==> src/rtl/vga_pkg.sv <==
// Shared VGA definitions: count width used by the sync counter and pattern select codes.
package vga_pkg;

  localparam int unsigned COUNT_W = 10;

  localparam logic [3:0] PAT_BLACK   = 4'd0;
  localparam logic [3:0] PAT_RED     = 4'd1;
  localparam logic [3:0] PAT_GREEN   = 4'd2;
  localparam logic [3:0] PAT_BLUE    = 4'd3;
  localparam logic [3:0] PAT_CHECKER = 4'd4;
  localparam logic [3:0] PAT_BARS    = 4'd5;
  localparam logic [3:0] PAT_BORDER  = 4'd6;

endpackage

==> src/rtl/color_bar_index.sv <==
// Maps a column to one of eight equal-width colour bars using a comparator chain.
module color_bar_index
  import vga_pkg::*;
#(
  parameter int unsigned ACTIVE_COLS = 640
) (
  input  logic [COUNT_W-1:0] i_Col,
  output logic [2:0]         o_Index
);

  localparam int BAR_W = int'(ACTIVE_COLS / 8);

  // Thresholds are monotonic, so the last one passed is the bar index; saturates at 7.
  always_comb begin
    o_Index = 3'd0;
    for (int j = 1; j < 8; j++) begin
      if (int'(i_Col) >= j * BAR_W) begin
        o_Index = 3'(j);
      end
    end
  end

endmodule

==> config.mk <==
export PLATFORM = sky130hd
export DESIGN_NAME = color_bar_index
export DESIGN_NICKNAME = d
export VERILOG_FILES = /design/src/rtl/vga_pkg.sv /design/src/rtl/color_bar_index.sv
export SDC_FILE = /design/constraint.sdc
export NUM_CORES = 1
export LEC_CHECK = 0
export ABC_AREA = 1
export CORE_AREA = 3 3 40 42
export DETAILED_ROUTE_END_ITERATION = 8
export DIE_AREA = 0 0 43 45
export PLACE_DENSITY = 0.41
export SYNTH_ARGS = -nofsm -noshare
export SYNTH_HDL_FRONTEND = slang
export SYNTH_SLANG_ARGS = --single-unit
==> constraint.sdc <==
create_clock -name vclk -period 0.9
set_input_delay 0.18 -clock vclk [all_inputs]
set_output_delay 0.18 -clock vclk [all_outputs]
set_load 0.1 [all_outputs]
==> flow_summary.toml, run 1 <==
[outcome]
run_status = "complete, but fails checks"
violations = "negative setup slack"

[synth]
ys_warn_count = 0
yosys.area_share.adder_pct = 0
synthXorXnorAreaFrac_pct = 0
synth-simple-area-share_pct = 45.0
avgSynthCellArea_um2 = 4.55
netlist_area_um2 = 136
yosysUniqueCellTypes = 11
ys_seq_area_share_pct = 0
synth_top_family_by_area = "simple AND/OR/NAND/NOR gates"
synth_nets = 40
synth_mux_area_share_pct = 0
syn_inst = 30
synth_compound_area_share_pct = 33.0

[worst_hold_path]
worstHoldPathType = "primary input to output pin"

[placement]
hpwlAfterDp_um = 355
post_dp_cell_area_um2 = 372
port_buffers = 9
pre_cts_ws_ps = -847
routabilityCongestion = 0.690

[drt]
wl_um = 450
vias = 240
avgViaCountPerCell = 3.69
drtPass1Iterations = 2
post-route-drc-count = 0
ant_nets = 0
detail_route.wl_per_cell_um = 6.92
dr.first_iter.drc_count = 2

[worst_setup_path]
cpMostUsedCell = "nand2_1"
worstSetupStartpointType = "primary input"
crit_chain = "buf_6 > or2_4 > o21ai_2 > nand2_1 > nand2_1 > nand2_2 > nand2_8 > buf_12"
arrival_ps = 1130
worst-path-buf-inv = 2
required_ps = 720
critPathMaxStageDelay_ps = 250
critPathMaxFanout = 2
path_delay_family = "simple AND/OR/NAND/NOR gates"
endpoint_kind = "output pin"
crit_slowest_cell = "or2_4"
path_class = "primary input to output pin"

[power]
seqPwrFrac_pct = 0
p_switching_mw = 0.167
combPwrFrac_pct = 100.0
internal_power_mw = 0.128
power.share.clock_pct = 0
p_leak_nw = 0.218
p_sw_share_pct = 56.5
ir_drop_v = 0.000172
power_density_mw_per_mm2 = 729

[global_route]
met1_usage_pct = 5.48
globalRoute.busiestLayer = "met2"
grt_usage_pct = 4.64
grt_pass1_wl_um = 759
antenna_found_initial = 0
gr-usage-met3_pct = 0
grt_overflow_total = 0
grt_max_degree = 6
grt_pass1_vias = 210
grtUsageMet2_pct = 9.88

[finish]
drive_above_1_share_pct = 72.0
regArea_um2 = 0
areaGrowthSynthToFinish_pct = 197
seq_cells = 0
final_area_um2 = 405
fin_nets = 62
num-clock-buffers = 0
filler_cell_count = 145
multi_input_area_um2 = 164
antenna_cells = 0

[sta]
whs_ps = 930
layout_min_cycle_time_ps = 1310
slew_headroom_pct = 87.3
worstMarginPinSlew_ps = 190
setup_ws_ps = -407
setup_violations = 3
finalHoldViolations = 0
fin_crit_sh_pct = 145
grt_setup_unrepaired = "yes"
finalMaxSlewViolations = 0
finalSetupTns_ps = -1040
fmax_ghz = 0.765

[floorplanning]
pin_count = 13
placeableCoreArea_mm2 = 0.00128
start_util_pct = 10.6
dieArea_mm2 = 0.00194
die_x_um = 43
die_h_um = 45
placementRows = 13

[flow_run]
cap_violations = 0

[clock_network]
holdBufCountCts = 0
## path summary, 6_finish.rpt
path | startpoint | end | slack [ps] | depth (start not counted)
worst max-delay path | i_Col[7] | o_Index[0] | -410 | 8
worst min-delay path | i_Col[6] | o_Index[0] | 930 | 6
## through the flow
stage	utilization [%]	std cells	power [mW]
finish	31.5	65	0.295
global route	31.5	65	0.309
CTS	31.1	65	0.291
detailed placement	28.9	63	0.273
global placement	28.9	63	0.273
floorplan	-	30	0.146
## cell usage after synthesis
master | count | area share, %
o21ai_2 | 1 | 6.4
nand2_2 | 1 | 4.6
o31ai_1 | 1 | 5.5
nor2_1 | 1 | 2.7
a21oi_1 | 1 | 3.7
nand2_1 | 12 | 33
or2_1 | 1 | 4.6
a31oi_1 | 1 | 4.6
o21ai_0 | 2 | 7.3
inv_1 | 8 | 22
o211ai_1 | 1 | 5.5
## cells in the final DEF (no fill, tap or decap), types with 2 or more instances in the layout
| cell type | netlist | final |
|---|---|---|
| buf_6 | 0 | 2 |
| buf_2 | 0 | 3 |
| inv_1 | 8 | 4 |
| buf_12 | 0 | 3 |
| nand2_4 | 0 | 2 |
| inv_2 | 0 | 4 |
| nand2_1 | 12 | 7 |
| nand2_2 | 1 | 3 |
| buf_4 | 0 | 10 |
| o21ai_2 | 1 | 2 |
## tightest hold or removal path, cell delays in order
cell      delay [ps]
buf_8             80
o211ai_1          90
nand2_1           80
nand2_2           80
nand2_8           80
buf_12           160
## power groups by stage
stage | clock network [mW] | registers (mW) | logic [mW]
global placement | 0 | 0 | 0.273
detailed placement | 0 | 0 | 0.273
CTS | 0 | 0 | 0.291
global route | 0 | 0 | 0.309
floorplan | 0 | 0 | 0.146
finish | 0 | 0 | 0.295
## per-layer routing
| layer | part of all wire, % | wire [µm] | vias up |
|---|---|---|---|
| met2 | 50 | 227 | 7 |
| li1 | - | - | 132 |
| met1 | 43 | 193 | 101 |
| met4 | 0 | 0 | 0 |
| met5 | 0 | 0 | - |
| met3 | 6.4 | 29 | 0 |
## cell families after synthesis
family          after synthesis
simple gates                 15
compound gates                7
buf+inv                       8
## final cells by class
| type | count | share of cell area, % |
|---|---|---|
| multi-input cells | 22 | 40.4 |
| well taps | 15 | 4.63 |
| repair buffers | 20 | 47.5 |
| inverters | 8 | 7.41 |
## repair_timing
item | in CTS | in global routing
buffers inserted | 2 | 0
pin swaps | 10 | 5
endpoints found under the hold margin | 0 | 0
gates resized for setup | 37 | 4
setup endpoints to repair | 3 | 3
Note: power is estimated with default switching activity, not from simulation.
==> run 2: changes to the inputs <==
--- a/config.mk
+++ b/config.mk
@@ -9,7 +9,7 @@
 export CORE_AREA = 3 3 40 42
 export DETAILED_ROUTE_END_ITERATION = 8
 export DIE_AREA = 0 0 43 45
-export PLACE_DENSITY = 0.41
+export PLACE_DENSITY = 0.4
 export SYNTH_ARGS = -nofsm -noshare
 export SYNTH_HDL_FRONTEND = slang
 export SYNTH_SLANG_ARGS = --single-unit
==> constraint.sdc (replaced) <==
create_clock -name vclk -period 1.3
set_input_delay 0.26 -clock vclk [all_inputs]
set_output_delay 0.26 -clock vclk [all_outputs]
set_load 0.1 [all_outputs]
==> run 2 against run 1 <==
The run still ends with negative setup slack left. Cell area is 1.5% higher. Total power is 30% lower. Largest power group unchanged. Cell count down 1.5%. Critical path type unchanged. Global-route usage up 0.17 points. Routed wire length shrank 11%. Utilization rose by 0.49 points. Critical endpoint unchanged. Critical path depth did not move.
==> flow_summary.toml, run 2 (same netlist as run 1, synthesis figures left out) <==
[outcome]
run_status = "complete, but fails checks"
violations = "negative setup slack"

[finish]
antenna_cells = 0
drive_above_1_share_pct = 77.6
layout.cells.most_common_list = "buf_4 (10), nand2_1 (7), inv_2 (5)"
seq_cells = 0
areaGrowthSynthToFinish_pct = 202
fin_nets = 61
final_core_util_pct = 32.0
num-clock-buffers = 0
layout_commonest_cell = "buf_4"
regArea_um2 = 0

[placement]
routabilityCongestion = 0.810
port_buffers = 9
hpwlAfterDp_um = 357

[worst_setup_path]
required_ps = 1040
path_class = "primary input to output pin"
endpoint_kind = "output pin"
worstSetupStartpoint = "i_Col[7]"
arrival_ps = 1190
worstSetupStartpointType = "primary input"
critPathMaxFanout = 2

[drt]
detail_route.wl_per_cell_um = 6.27
avgViaCountPerCell = 3.66
vias = 234
drtPass1Iterations = 2
ant_nets = 0
dr.first_iter.drc_count = 2
post-route-drc-count = 0
wl_um = 401

[flow_run]
cap_violations = 0

[floorplanning]
die_x_um = 43
pin_count = 13
die_h_um = 45
dieArea_mm2 = 0.00194
start_util_pct = 10.6
placementRows = 13
placeableCoreArea_mm2 = 0.00128

[sta]
fmax_ghz = 0.692
setup_violations = 3
worstMarginPinSlew_ps = 179
slew_headroom_pct = 88.0
whs_ps = 1090
fin_crit_sh_pct = 111
layout_min_cycle_time_ps = 1450
finalHoldViolations = 0
grt_setup_unrepaired = "yes"
setup_ws_ps = -145
finalMaxSlewViolations = 0

[clock_network]
holdBufCountCts = 0

[power]
ir_drop_v = 0.000166
power_density_mw_per_mm2 = 499
power_mw = 0.206
combPwrFrac_pct = 100.0
seqPwrFrac_pct = 0
power.share.clock_pct = 0
p_leak_nw = 0.215
p_switching_mw = 0.116
p_sw_share_pct = 56.6
internal_power_mw = 0.0891

[global_route]
grt_max_degree = 6
grt_usage_pct = 4.81
antenna_found_initial = 0
grt_pass1_vias = 216
grt_overflow_total = 0
grt_pass1_wl_um = 779

[worst_hold_path]
worstHoldPathType = "primary input to output pin"
hp-start = "i_Col[6]"
min_path_cells = 6
[run 2: changes by cell type in the layout (fill, tap and decap cells not counted), sizes merged]
cell    change
clkbuf      -1
[run 2: power groups by stage]
stage | clock [mW] | sequential, mW | combinational [mW]
2_1_floorplan | 0 | 0 | 0.101
3_3_place_gp | 0 | 0 | 0.190
3_5_place_dp | 0 | 0 | 0.189
4_1_cts | 0 | 0 | 0.195
5_1_grt | 0 | 0 | 0.218
6_report | 0 | 0 | 0.206
[run 2: final timing paths]
path	end	slack, ps
worst max-delay path	o_Index[0]	-150
worst min-delay path	o_Index[0]	1090
[run 2: metal layers]
metal  share of wire (%)  GRT usage (%)  wire [µm]  up-vias
met4                   0              0          0        0
met2                  49           10.2        196        8
met5                   0              0          0        -
met3                 7.7              0         31        0
met1                  43           5.71        173       96
li1                    -              -          -      130
[run 2: worst max-delay path, cell delays in order]
cell	delay, ps
buf_6	90
or2_4	250
o21ai_2	130
nand2_1	70
nand2_1	60
nand2_2	80
nand2_8	80
buf_12	160
[run 2: repair_timing]
item | 4_1_cts | 5_1_grt
gates resized for setup | 34 | 13
pin swaps | 11 | 10
setup endpoints to repair | 3 | 3
buffers inserted | 1 | 0
[run 2: layout make-up]
| class | instances | area, µm² |
|---|---|---|
| repair buffers | 19 | 188 |
| inverters | 8 | 30.0 |
| multi-input cells | 22 | 175 |
| well taps | 15 | 18.8 |
| fillers | 143 | 873 |
[run 2: metrics by stage]
step | std cells | area [µm²] | setup slack, ps | TNS [ps]
after floorplan | 30 | 165 | -35.3 | -36.4
after global placement | 63 | 372 | -602 | -1600
after detailed placement | 63 | 372 | -597 | -1580
after CTS | 64 | 378 | -170 | -361
after global routing | 64 | 412 | -212 | -435
final | 64 | 412 | -145 | -267
==> run 3: changes to the inputs <==
--- a/config.mk
+++ b/config.mk
@@ -9,7 +9,8 @@
 export CORE_AREA = 3 3 40 42
 export DETAILED_ROUTE_END_ITERATION = 8
 export DIE_AREA = 0 0 43 45
-export PLACE_DENSITY = 0.4
+export PLACE_DENSITY = 0.43
+export SETUP_SLACK_MARGIN = 0.15
 export SYNTH_ARGS = -nofsm -noshare
 export SYNTH_HDL_FRONTEND = slang
 export SYNTH_SLANG_ARGS = --single-unit
==> run 3 against run 2 <==
The flow still finishes with violations (negative setup slack). Count of clock-buffer cells in the layout unchanged. Non-clock buffer count increased by 1. Global-route usage increased by 0.25 points. Cell count increased by 1.6%. Routed wire length increased by 23%. Via count increased by 13%. First-iteration DRC count decreased by 100%. Critical path type unchanged.
==> flow_summary.toml, run 3 (same netlist as run 1, synthesis figures left out) <==
[worst_setup_path]
path_delay_family = "simple AND/OR/NAND/NOR gates"
endpoint_kind = "output pin"
critPathMaxStageDelay_ps = 250
required_ps = 1040
worstSetupStartpointType = "primary input"
critPathMaxFanout = 2
cpMostUsedCell = "nand2_1"
path_class = "primary input to output pin"
worstSetupStartpoint = "i_Col[7]"
arrival_ps = 1190
crit_chain = "buf_6 > or2_4 > o21ai_2 > nand2_1 > nand2_1 > nand2_2 > nand2_8 > buf_12"
worst-path-buf-inv = 2
crit_slowest_cell = "or2_4"

[sta]
whs_ps = 1070
worstMarginPinSlew_ps = 187
finalSetupTns_ps = -298
grt_setup_unrepaired = "yes"
finalMaxSlewViolations = 0
fin_crit_sh_pct = 112
fmax_ghz = 0.688
setup_violations = 3
setup_ws_ps = -153
layout_min_cycle_time_ps = 1450
slew_headroom_pct = 87.5
finalHoldViolations = 0

[placement]
post_dp_cell_area_um2 = 364
placedCellCount = 62
port_buffers = 9
pre_cts_ws_ps = -599
routabilityCongestion = 0.774

[finish]
layout.cells.most_common_list = "buf_4 (11), nand2_1 (7), inv_2 (4), inv_1 (4)"
final_area_um2 = 427
num-clock-buffers = 0
antenna_cells = 0
layout_commonest_cell = "buf_4"
final_core_util_pct = 33.2
seq_cells = 0
drive_above_1_share_pct = 74.0
filler_cell_count = 135
areaGrowthSynthToFinish_pct = 213
fin_nets = 62
final_cells = 65
regArea_um2 = 0

[power]
p_leak_nw = 0.223
ir_drop_v = 0.000155
power_density_mw_per_mm2 = 500
power_mw = 0.213

[floorplanning]
start_util_pct = 10.6
die_x_um = 43
placeableCoreArea_mm2 = 0.00128
pin_count = 13
dieArea_mm2 = 0.00194
placementRows = 13
die_h_um = 45

[drt]
detail_route.wl_per_cell_um = 7.57
avgViaCountPerCell = 4.06
dr.first_iter.drc_count = 0
wl_um = 492
drtPass1Iterations = 1
ant_nets = 0
post-route-drc-count = 0
vias = 264

[worst_hold_path]
hp-start = "i_Col[5]"
min_path_cells = 5
worstHoldEndpoint = "o_Index[0]"
worstHoldPathType = "primary input to output pin"

[global_route]
grt_usage_pct = 5.06
grt_pass1_wl_um = 828
grt_overflow_total = 0
grt_max_degree = 5
grt_pass1_vias = 222
antenna_found_initial = 0

[flow_run]
cap_violations = 0

[outcome]
run_status = "complete, but fails checks"
violations = "negative setup slack"
## run 3: cell count changes in the layout (fill, tap and decap cells not counted), sizes merged
cell / previous run / this run
clkbuf: 0 / 1
## run 3: what timing repair did
action	CTS	global route
setup buffers	3	0
endpoints found under the hold margin	0	0
pin swaps	10	6
setup endpoints to repair	3	3
resized for setup	37	8
hold buffers	0	0
## run 3: final cells by class
type / instances / area (µm²) / share of cell area, %
inverter: 8 / 30.0 / 7.04
multi-input combinational: 22 / 183 / 42.8
tap: 15 / 18.8 / 4.40
timing repair buffer: 20 / 195 / 45.7
## run 3: how the worst max path moves through the flow
stage / to / slack, ps / depth (start not counted)
2_1_floorplan: o_Index[0] / -40 / 3
3_3_place_gp: o_Index[0] / -590 / 12
5_1_grt: o_Index[0] / -200 / 8
6_report: o_Index[0] / -150 / 8
3_5_place_dp: o_Index[0] / -600 / 8
4_1_cts: o_Index[0] / -170 / 8
## run 3: report_power, final
| group | switching, mW | total (mW) | internal (mW) |
|---|---|---|---|
| clock | 0 | 0 | 0 |
| sequential | 0 | 0 | 0 |
| combinational | 0.121 | 0.213 | 0.0929 |
## run 3: per-layer routing
layer  track usage (%)  vias up  wire (µm)
li1                  -      134          -
met1              5.71      123        185
met2              11.1        7        284
met3                 0        0         22
met4                 0        0          0
met5                 0        -          0
